$ cat src/rtl/htc_weight_stream_loader_if.sv
// AXI-Stream bundle carrying HV chunks and frame header
// from the PCIe DMA into the HTC weight loader.
interface htc_weight_stream_loader_if #(
  parameter int AXI_WIDTH = 64
);
  logic [AXI_WIDTH-1:0] tdata;
  logic                 tvalid;
  logic                 tlast;
  logic [31:0]          tuser;
  logic                 tready;

  modport master (
    output tdata, tvalid, tlast, tuser,
    input  tready
  );

  modport slave (
    input  tdata, tvalid, tlast, tuser,
    output tready
  );
endinterface

$ cat src/rtl/htc_weight_stream_loader.sv
// Reassembles bus-width chunks into HVs and writes them
// into bank-interleaved BRAM with framing/range checks.
module htc_weight_stream_loader #(
  parameter int D_PADDED  = 256,
  parameter int R         = 2048,
  parameter int AXI_WIDTH = 64,
  parameter int BANKS     = 4,
  localparam int CHUNKS   = D_PADDED / AXI_WIDTH,
  localparam int AW       = $clog2(R / BANKS)
) (
  input  logic                 clk,
  input  logic                 rst_n,
  htc_weight_stream_loader_if.slave s_axis,
  input  logic                 clear_stats,
  output logic [AW-1:0]        bram_addr,
  output logic [D_PADDED-1:0]  bram_wdata,
  output logic [BANKS-1:0]     bram_we,
  output logic                 busy,
  output logic [31:0]          hv_written,
  output logic                 frame_done,
  output logic                 frame_error,
  output logic [1:0]           err_code,
  output logic [63:0]          checksum
);

  localparam int CW = (CHUNKS > 1) ? $clog2(CHUNKS) : 1;
  localparam int SLICES = D_PADDED / 64;
  localparam logic [16:0] R_LIM = 17'(R);
  localparam logic [CW-1:0] LAST_CHUNK = CW'(CHUNKS - 1);

  typedef enum logic [1:0] {
    IDLE, ACCUM, COMMIT, DRAIN
  } state_t;

  state_t state_q, state_d;

  logic [15:0]         cur_id;
  logic [15:0]         hv_left;
  logic [CW-1:0]       chunk;
  logic [D_PADDED-1:0] hv_buf;
  logic [D_PADDED-1:0] hv_asm;
  logic                last_tl;

  logic [15:0] hdr_id, hdr_cnt, id_now;
  logic        hs, hdr_bad, left_one;
  logic        is_final, frame_end;
  logic        take_hdr, store, fin, early;
  logic        commit, err_pulse, done_arm;
  logic [1:0]  err_set;

  function automatic logic [63:0] fold(
    input logic [D_PADDED-1:0] v
  );
    logic [63:0] f;
    f = '0;
    for (int i = 0; i < SLICES; i++)
      f ^= v[i*64 +: 64];
    return f;
  endfunction

  assign hdr_id  = s_axis.tuser[15:0];
  assign hdr_cnt = s_axis.tuser[31:16];
  assign s_axis.tready = (state_q != COMMIT);
  assign busy = (state_q != IDLE);
  assign hs = s_axis.tvalid && s_axis.tready;

  assign hdr_bad = (hdr_cnt == 16'd0) ||
    (({1'b0, hdr_id} + {1'b0, hdr_cnt}) > R_LIM);

  // In IDLE the header on the bus is the live frame context.
  assign id_now = (state_q == IDLE) ? hdr_id : cur_id;
  assign left_one = (state_q == IDLE) ?
    (hdr_cnt == 16'd1) : (hv_left == 16'd1);
  assign is_final  = (chunk == LAST_CHUNK);
  assign frame_end = is_final && left_one;

  always_comb begin
    hv_asm = hv_buf;
    hv_asm[chunk*AXI_WIDTH +: AXI_WIDTH] = s_axis.tdata;
  end

  always_ff @(posedge clk or negedge rst_n) begin
    if (!rst_n) state_q <= IDLE;
    else        state_q <= state_d;
  end

  always_comb begin
    state_d   = state_q;
    take_hdr  = 1'b0;
    store     = 1'b0;
    fin       = 1'b0;
    early     = 1'b0;
    commit    = 1'b0;
    err_pulse = 1'b0;
    done_arm  = 1'b0;
    err_set   = 2'd0;
    unique case (state_q)
      IDLE: if (hs) begin
        take_hdr = 1'b1;
        if (hdr_bad) begin
          err_set = 2'd1;
          if (s_axis.tlast) err_pulse = 1'b1;
          else              state_d = DRAIN;
        end else begin
          store = 1'b1;
        end
      end
      ACCUM: if (hs) store = 1'b1;
      COMMIT: begin
        commit = 1'b1;
        if (hv_left != 16'd1) begin
          state_d = ACCUM;
        end else if (last_tl) begin
          state_d = IDLE;
        end else begin
          err_set = 2'd3;
          state_d = DRAIN;
        end
      end
      DRAIN: if (hs && s_axis.tlast) begin
        err_pulse = 1'b1;
        state_d   = IDLE;
      end
      default: state_d = IDLE;
    endcase
    if (store) begin
      if (s_axis.tlast && !frame_end) begin
        early     = 1'b1;
        err_set   = 2'd2;
        err_pulse = 1'b1;
        state_d   = IDLE;
      end else if (is_final) begin
        fin      = 1'b1;
        done_arm = s_axis.tlast;
        state_d  = COMMIT;
      end else begin
        state_d = ACCUM;
      end
    end
  end

  always_ff @(posedge clk or negedge rst_n) begin
    if (!rst_n) begin
      cur_id      <= '0;
      hv_left     <= '0;
      chunk       <= '0;
      hv_buf      <= '0;
      last_tl     <= 1'b0;
      bram_addr   <= '0;
      bram_wdata  <= '0;
      bram_we     <= '0;
      hv_written  <= '0;
      frame_done  <= 1'b0;
      frame_error <= 1'b0;
      err_code    <= 2'd0;
      checksum    <= '0;
    end else begin
      bram_we     <= '0;
      frame_done  <= done_arm;
      frame_error <= err_pulse;
      if (err_set != 2'd0) err_code <= err_set;
      if (take_hdr) begin
        cur_id  <= hdr_id;
        hv_left <= hdr_cnt;
      end
      if (store) begin
        hv_buf <= hv_asm;
        chunk  <= (is_final || early) ? '0 : chunk + 1'b1;
      end
      if (fin) begin
        bram_we    <= BANKS'(1) << (id_now % 16'(BANKS));
        bram_addr  <= AW'(id_now / 16'(BANKS));
        bram_wdata <= hv_asm;
        last_tl    <= s_axis.tlast;
      end
      // A clear coincident with a commit still counts that HV.
      if (commit) begin
        cur_id     <= cur_id + 16'd1;
        hv_left    <= hv_left - 16'd1;
        hv_written <= (clear_stats ? 32'd0 : hv_written) + 32'd1;
        checksum   <= (clear_stats ? 64'd0 : checksum) ^
                      fold(bram_wdata);
      end else if (clear_stats) begin
        hv_written <= '0;
        checksum   <= '0;
      end
    end
  end

endmodule

$ cat src/flat_wrapper.sv
// flat-port wrapper written by rule: the top's interface ports become plain ports
module htc_weight_stream_loader_flat 
#(
  parameter int D_PADDED  = 256,
  parameter int R         = 2048,
  parameter int AXI_WIDTH = 64,
  parameter int BANKS     = 4,
  localparam int CHUNKS   = D_PADDED / AXI_WIDTH,
  localparam int AW       = $clog2(R / BANKS)
)
  (clk, rst_n, clear_stats, bram_addr, bram_wdata, bram_we, busy, hv_written, frame_done, frame_error, err_code, checksum, s_axis_tdata, s_axis_tvalid, s_axis_tlast, s_axis_tuser, s_axis_tready);
  htc_weight_stream_loader_if #(.AXI_WIDTH(AXI_WIDTH)) s_axis_i ();
  input  logic clk;
  input  logic rst_n;
  input  logic clear_stats;
  output logic [AW-1:0] bram_addr;
  output logic [D_PADDED-1:0] bram_wdata;
  output logic [BANKS-1:0] bram_we;
  output logic busy;
  output logic [31:0] hv_written;
  output logic frame_done;
  output logic frame_error;
  output logic [1:0] err_code;
  output logic [63:0] checksum;
  input wire logic [$bits(s_axis_i.tdata)-1:0] s_axis_tdata;
  input wire logic [$bits(s_axis_i.tvalid)-1:0] s_axis_tvalid;
  input wire logic [$bits(s_axis_i.tlast)-1:0] s_axis_tlast;
  input wire logic [$bits(s_axis_i.tuser)-1:0] s_axis_tuser;
  output wire logic [$bits(s_axis_i.tready)-1:0] s_axis_tready;
  assign s_axis_i.tdata = s_axis_tdata;
  assign s_axis_i.tvalid = s_axis_tvalid;
  assign s_axis_i.tlast = s_axis_tlast;
  assign s_axis_i.tuser = s_axis_tuser;
  assign s_axis_tready = s_axis_i.tready;
  htc_weight_stream_loader #(.D_PADDED(D_PADDED), .R(R), .AXI_WIDTH(AXI_WIDTH), .BANKS(BANKS)) u_core (.clk(clk), .rst_n(rst_n), .s_axis(s_axis_i), .clear_stats(clear_stats), .bram_addr(bram_addr), .bram_wdata(bram_wdata), .bram_we(bram_we), .busy(busy), .hv_written(hv_written), .frame_done(frame_done), .frame_error(frame_error), .err_code(err_code), .checksum(checksum));
endmodule
$ cat config.mk
export PLATFORM = sky130hd
export DESIGN_NAME = htc_weight_stream_loader_flat
export DESIGN_NICKNAME = d
export VERILOG_FILES = /design/src/rtl/htc_weight_stream_loader_if.sv /design/src/rtl/htc_weight_stream_loader.sv /design/src/flat_wrapper.sv
export SDC_FILE = /design/constraint.sdc
export NUM_CORES = 1
export LEC_CHECK = 0
export ABC_AREA = 1
export BUFFER_PORTS_ARGS = -buffer_cell sky130_fd_sc_hd__buf_4
export CAP_MARGIN = 25
export CORE_MARGIN = 4
export CORE_UTILIZATION = 25
export CTS_BUF_LIST = sky130_fd_sc_hd__clkbuf_2 sky130_fd_sc_hd__clkbuf_4 sky130_fd_sc_hd__clkbuf_8
export DETAILED_ROUTE_END_ITERATION = 16
export PLACE_DENSITY_LB_ADDON = 0.08
export SETUP_SLACK_MARGIN = 0.1
export SLEW_MARGIN = 40
export SYNTH_ARGS = -nofsm -noshare
export SYNTH_HDL_FRONTEND = slang
export SYNTH_SLANG_ARGS = --single-unit
export TNS_END_PERCENT = 10
$ cat constraint.sdc
create_clock -name clk -period 2.76 [get_ports clk]
set_input_delay 0.552 -clock clk [delete_from_list [all_inputs] [get_ports clk]]
set_output_delay 0.552 -clock clk [all_outputs]
set_load 0.03 [all_outputs]
# After elaboration in Yosys (flattened, before gate mapping)
# Index checks and enable logic that the tools add are counted.
# totals
reg_bits,662
out_inout_bits,371
# classes
add_sub_neg,6
magnitude_cmp,1
n_eq_ne,12
n_shift,3
mux,50
bitwise_logic,4
n_reduce_logical,14
# op_table
cell,count
bitwise mux 256 bit,1
"variable shift 64 x 34 -> 256 bit, first input constant",1
indexed part select 64 x 34 -> 256 bit,1
XOR 64 bit,4
two-way mux 64 bit,2
two-way mux 16 bit,4
two-way mux 32 bit,2
negator 8 -> 34 bit,1
"adder 32 x 1 -> 32 bit, second input constant",1
"== test 16 x 1 -> 1 bit, second input constant",2
two-way mux 2 bit,14
two-way mux 1 bit,21
adder 16 x 16 -> 17 bit,1
"greater-than comparator 17 x 12 -> 1 bit, second input constant",1
"adder 16 x 1 -> 16 bit, second input constant",1
zero test 16 bit,1
"!= test 16 x 1 -> 1 bit, second input constant",1
"subtractor 16 x 1 -> 16 bit, second input constant",1
two-way mux 11 bit,1
"!= test 3 x 1 -> 1 bit, second input constant",3
"== test 2 bit, second input constant",3
case mux 2 bit (3 select lines),1
nonzero test 2 bit,3
AND reduction 5 bit,1
other kinds (13),18

# Longest topological paths before layout
# depth
depth_word,9
depth_mapped,22
ltp_nobuf,20

# Least setup slack after synthesis
# OpenSTA, ideal clock, no wires.
# synth_path
path_kind,input to register
from,input s_axis_tuser[0]
to,register u_core.bram_wdata[219]
setup_ps,118
arrival_time_ps,2809
t_required_ps,2642
setup_slack_ps,-167
path_stages,18
n_path_buf,3
cell_sequence,ha_1 > fa_1 > or2_2 > nor2_1 > nand3_1 > nor2_1 > nand2_1 > nor2_1 > nand3_1 > nand2_1 > nand3_4 > nand2_4 > nand2_2 > buf_6 > buf_6 > buf_2 > nand2_1 > nand2_1
# synth_between
elab_chain_cells,7
# synth_lines
item,line,source
"start, declared",flat_wrapper.sv:28,input wire logic [$bits(s_axis_i.tuser)-1:0] s_axis_tuser;
adder 16 x 16 -> 17 bit,htc_weight_stream_loader.sv:68,"(({1'b0, hdr_id} + {1'b0, hdr_cnt}) > R_LIM);"
greater-than comparator 17 x 12 -> 1 bit,htc_weight_stream_loader.sv:68,
logical OR 1 bit,htc_weight_stream_loader.sv:67,assign hdr_bad = (hdr_cnt == 16'd0) ||
two-way mux 1 bit,htc_weight_stream_loader.sv:100,if (hdr_bad) begin
two-way mux 1 bit,htc_weight_stream_loader.sv:98,IDLE: if (hs) begin
case mux 1 bit (2 select lines),htc_weight_stream_loader.sv:97,unique case (state_q)
two-way mux 1 bit,htc_weight_stream_loader.sv:126,if (store) begin
"end signal, assigned",htc_weight_stream_loader.sv:173,bram_wdata <= hv_asm;
"end, declared",htc_weight_stream_loader.sv:16,"output logic [D_PADDED-1:0] bram_wdata,"
# No other way between the ends.
# A chain may end at the register's enable or synchronous reset.

# Worst setup path in the final report
# layout_path
from,register u_core.state_q[0]
to,output busy
# layout_between
elab_chain_cells,1
# layout_lines
item,line,source
"start, declared",htc_weight_stream_loader.sv:35,"state_t state_q, state_d;"
"start signal, assigned",htc_weight_stream_loader.sv:84,else state_q <= state_d;
nonzero test 2 bit,htc_weight_stream_loader.sv:64,assign busy = (state_q != IDLE);
"end, declared",flat_wrapper.sv:19,output logic busy;
# No other way between the ends.

==> results.toml <==
[sta]
hold_violations = 0
fin_skew_ns = 0.0401
max_freq_mhz = 391
relSlewSlack = 0.523
final_max_slew_viol_count = 0
whs_ns = 0.123
worstMarginPinSlew_ns = 0.708
setup_slack_ns = 0.200
final.min_clock_period_ns = 2.56
rsz0062_at_grt = "yes"
period_share = 0.928
setup_viol = 0

[global_route]
grt_pass1_vias = 29000
grt_max_degree = 76
grt_usage = 0.185
antenna_found_initial = 10
grt_pass1_wl_microns = 190000
grt-ovfl-total = 0

[clocking]
clk_path_buf_depth = 3
clockRootBuffer = "clkbuf_8"
clk_latency_ns = 0.81
numCtsBuffers = 135
path_clk_slew_ns = 0.06
clock-sinks = 657
cts_max_level = 4
cts_tree = "built"

[worst_setup_path]
critPathCaptureType = "primary output"
critical_path_required_ns = 2.21
crit_path_top_delay_cell = "dfrtp_1"
max_stage_delay_ns = 0.42
cp_num_buf_inv = 4
worstPathMaxFanout = 6
crit_family = "buffers and inverters"
worst-setup-path-type = "reg2out"
arrival_ns = 2.01
path_cells = "inv_1 -> ha_2 -> inv_1 -> buf_4 -> buf_4"
startpoint_type = "flip-flop"

[placement]
dp.cells = 6116
io_buffers = 471
gp_congestion = 0.801
dpl_worst_slack_ns = -0.657
post-dp-hpwl_microns = 83700

[final_layout]
final_layout_size_suffix_gt1_frac = 0.213
layout.nets = 4665
filler_cell_count = 13600
ff_latch_area_sq_mm = 0.0164
post-route-util = 0.332
area_growth_pct = 31.7
multiInputGateArea_sq_mm = 0.0132
final_cells = 6360

[pwr]
seqPwrFrac = 0.330
comb_power_share = 0.437
switching_share = 0.436
clockPowerShare = 0.234
finalPower_mw = 47.1
power-per-cell-area_mw_per_mm2 = 1110
total_leakage_power_nw = 20.2
p_sw_mw = 20.5
peakVddDrop_uv = 849
p_int_mw = 26.6

[synth]
syn_area_sq_mm = 0.0323
ys_warn_count = 0
yosysMostFrequentCell = "nand2_1"
syn_area_per_cell_sq_um = 8.25
yosysSeqAreaShare = 0.509
synth_edf_count = 0
synthFlopType = "dfrtp_1"
ys_top_cells_by_area = "dfrtp_1 (51%), nand2_1 (12%), o21ai_0 (5.6%)"
synth-seq-cells = 657
synth-async-reset-ratio = 1.00
syn-instance-count = 3916
synthTopCellsByCount = "nand2_1 (1,074), dfrtp_1 (657), inv_1 (455), o21ai_0 (361), nand3_1 (265)"
synth_top_area_frac = 0.509
yosysTopAreaCell = "dfrtp_1"
synth_fp_nets = 4048
yosys.cell_types.count = 43

[die]
die_w_microns = 367
die_area_sq_mm = 0.135
num_io_pins = 472
die_y_microns = 367
initial_core_util = 0.252
num_rows = 131
fp.coreArea_sq_mm = 0.128

[detailed_routing]
drt_first_iter_violations = 1720
drc_errors = 0
vias = 28400
ant_nets = 0
wl_per_cell_microns = 19.8
routed_via_density = 4.47
finalWirelength_microns = 126000
firstDrtPassIters = 6

[job]
maxCapViolCount = 0

[min_path]
hold_class = "in2reg"

[status]
status = "complete, no violations"
## layout by cell type (no fill, tap or decap), drive strengths merged, types with 2 or more instances in the layout
cell type | synthesis | layout
nand2 | 1076 | 1076
buf | 95 | 705
dfrtp | 657 | 657
inv | 461 | 468
o21ai | 393 | 393
nand3 | 266 | 266
o22ai | 222 | 222
clkbuf | 136 | 214
nor2 | 142 | 142
xnor2 | 135 | 135
a21oi | 91 | 91
xor2 | 91 | 91
a32oi | 36 | 36
ha | 30 | 30
nor3 | 21 | 21
nand4 | 15 | 15
o211ai | 12 | 12
nor4 | 12 | 12
clkinv | 3 | 9
o311ai | 4 | 4
bufinv | 0 | 4
diode | 0 | 3
clkinvlp | 0 | 3
bufbuf | 0 | 3
or2 | 3 | 3
and3 | 2 | 2
and2 | 2 | 2
o221ai | 2 | 2
a22oi | 2 | 2
## power by group through the flow
stage,logic [mW],registers (mW),clock network (mW)
final,20.6,15.5,11.0
after global routing,22.7,16.0,11.9
after CTS,20.8,15.6,11.5
after detailed placement,20.3,15.7,0
after global placement,20.3,15.7,0
after floorplan,9.24,18.1,0
## state kept, by name, summed over array words and instances (netlist names)
name	count
u_core.last_tl	1
u_core.hv_buf	256
u_core.hv_left	16
u_core.cur_id	11
u_core.chunk	2
u_core.bram_we	4
u_core.hv_written	32
u_core.checksum	64
u_core.bram_wdata	256
u_core.bram_addr	9
u_core.frame_done	1
u_core.state_q	2
u_core.frame_error	1
u_core.err_code	2
## path summary, 6_finish.rpt
check / startpoint / to / slack [ns] / cells past startpoint
worst min-delay path: s_axis_tlast / u_core.last_tl / 0.12 / 3
worst min register to register: u_core.last_tl / u_core.last_tl / 0.48 / 2
min in group asynchronous: rst_n / u_core.hv_written[1] / 0.33 / 2
worst max-delay path: u_core.state_q[0] / busy / 0.20 / 5
max in group asynchronous: rst_n / u_core.bram_wdata[222] / 1.56 / 3
worst max register to register: u_core.hv_left[7] / u_core.bram_wdata[110] / 0.33 / 11
## routing by layer
| metal | wire, microns | track usage |
|---|---|---|
| met1 | 58900 | 0.250 |
| met2 | 57300 | 0.293 |
| met3 | 7660 | 0.0488 |
| met4 | 2300 | 0.0446 |
| met5 | 59 | 0 |
## cell type report
cell class | instances | share of cell area
Clock inverter | 20 | 0.00544
Inverter | 464 | 0.0412
Tap cell | 1729 | 0.0508
Multi-Input combinational cell | 2564 | 0.309
Antenna cell | 3 | 0.000176
Timing Repair Buffer | 711 | 0.145
Clock buffer | 212 | 0.0620
Sequential cell | 657 | 0.387
## stage by stage
step	TNS, ns	area [sq um]
after CTS	0	42400
after global routing	0	42500
after global placement	-343.85	39400
after floorplan	0	32400
final	0	42500
after detailed placement	-295.66	39400
## cell families after synthesis
group | Yosys count | share of synthesized area
XOR/XNOR | 226 | 0.0613
AO/OA/AOI/OAI | 765 | 0.133
multiplexers | 1 | 0.000310
adder cells (fa/ha/maj) | 31 | 0.0122
AND/OR/NAND/NOR | 1541 | 0.195
flip-flops | 657 | 0.509
buffers and inverters | 695 | 0.0893
## repair_timing
item                       CTS  global route
pin swaps                    0             3
resized for setup            4            15
setup buffers                1             2
hold endpoints to repair    24             0
setup endpoints to repair    2           434
gates cloned                 3             2
hold buffers                 1             0
## worst reg2reg max path: cells and delay by family (launching register included)
kind,cells,cell delay [ns]
buffers and inverters,4,0.75
AO/OA/AOI/OAI,1,0.10
AND/OR/NAND/NOR,6,1.10
flip-flops,1,0.44
No activity file was read; power rests on OpenSTA's default activity.
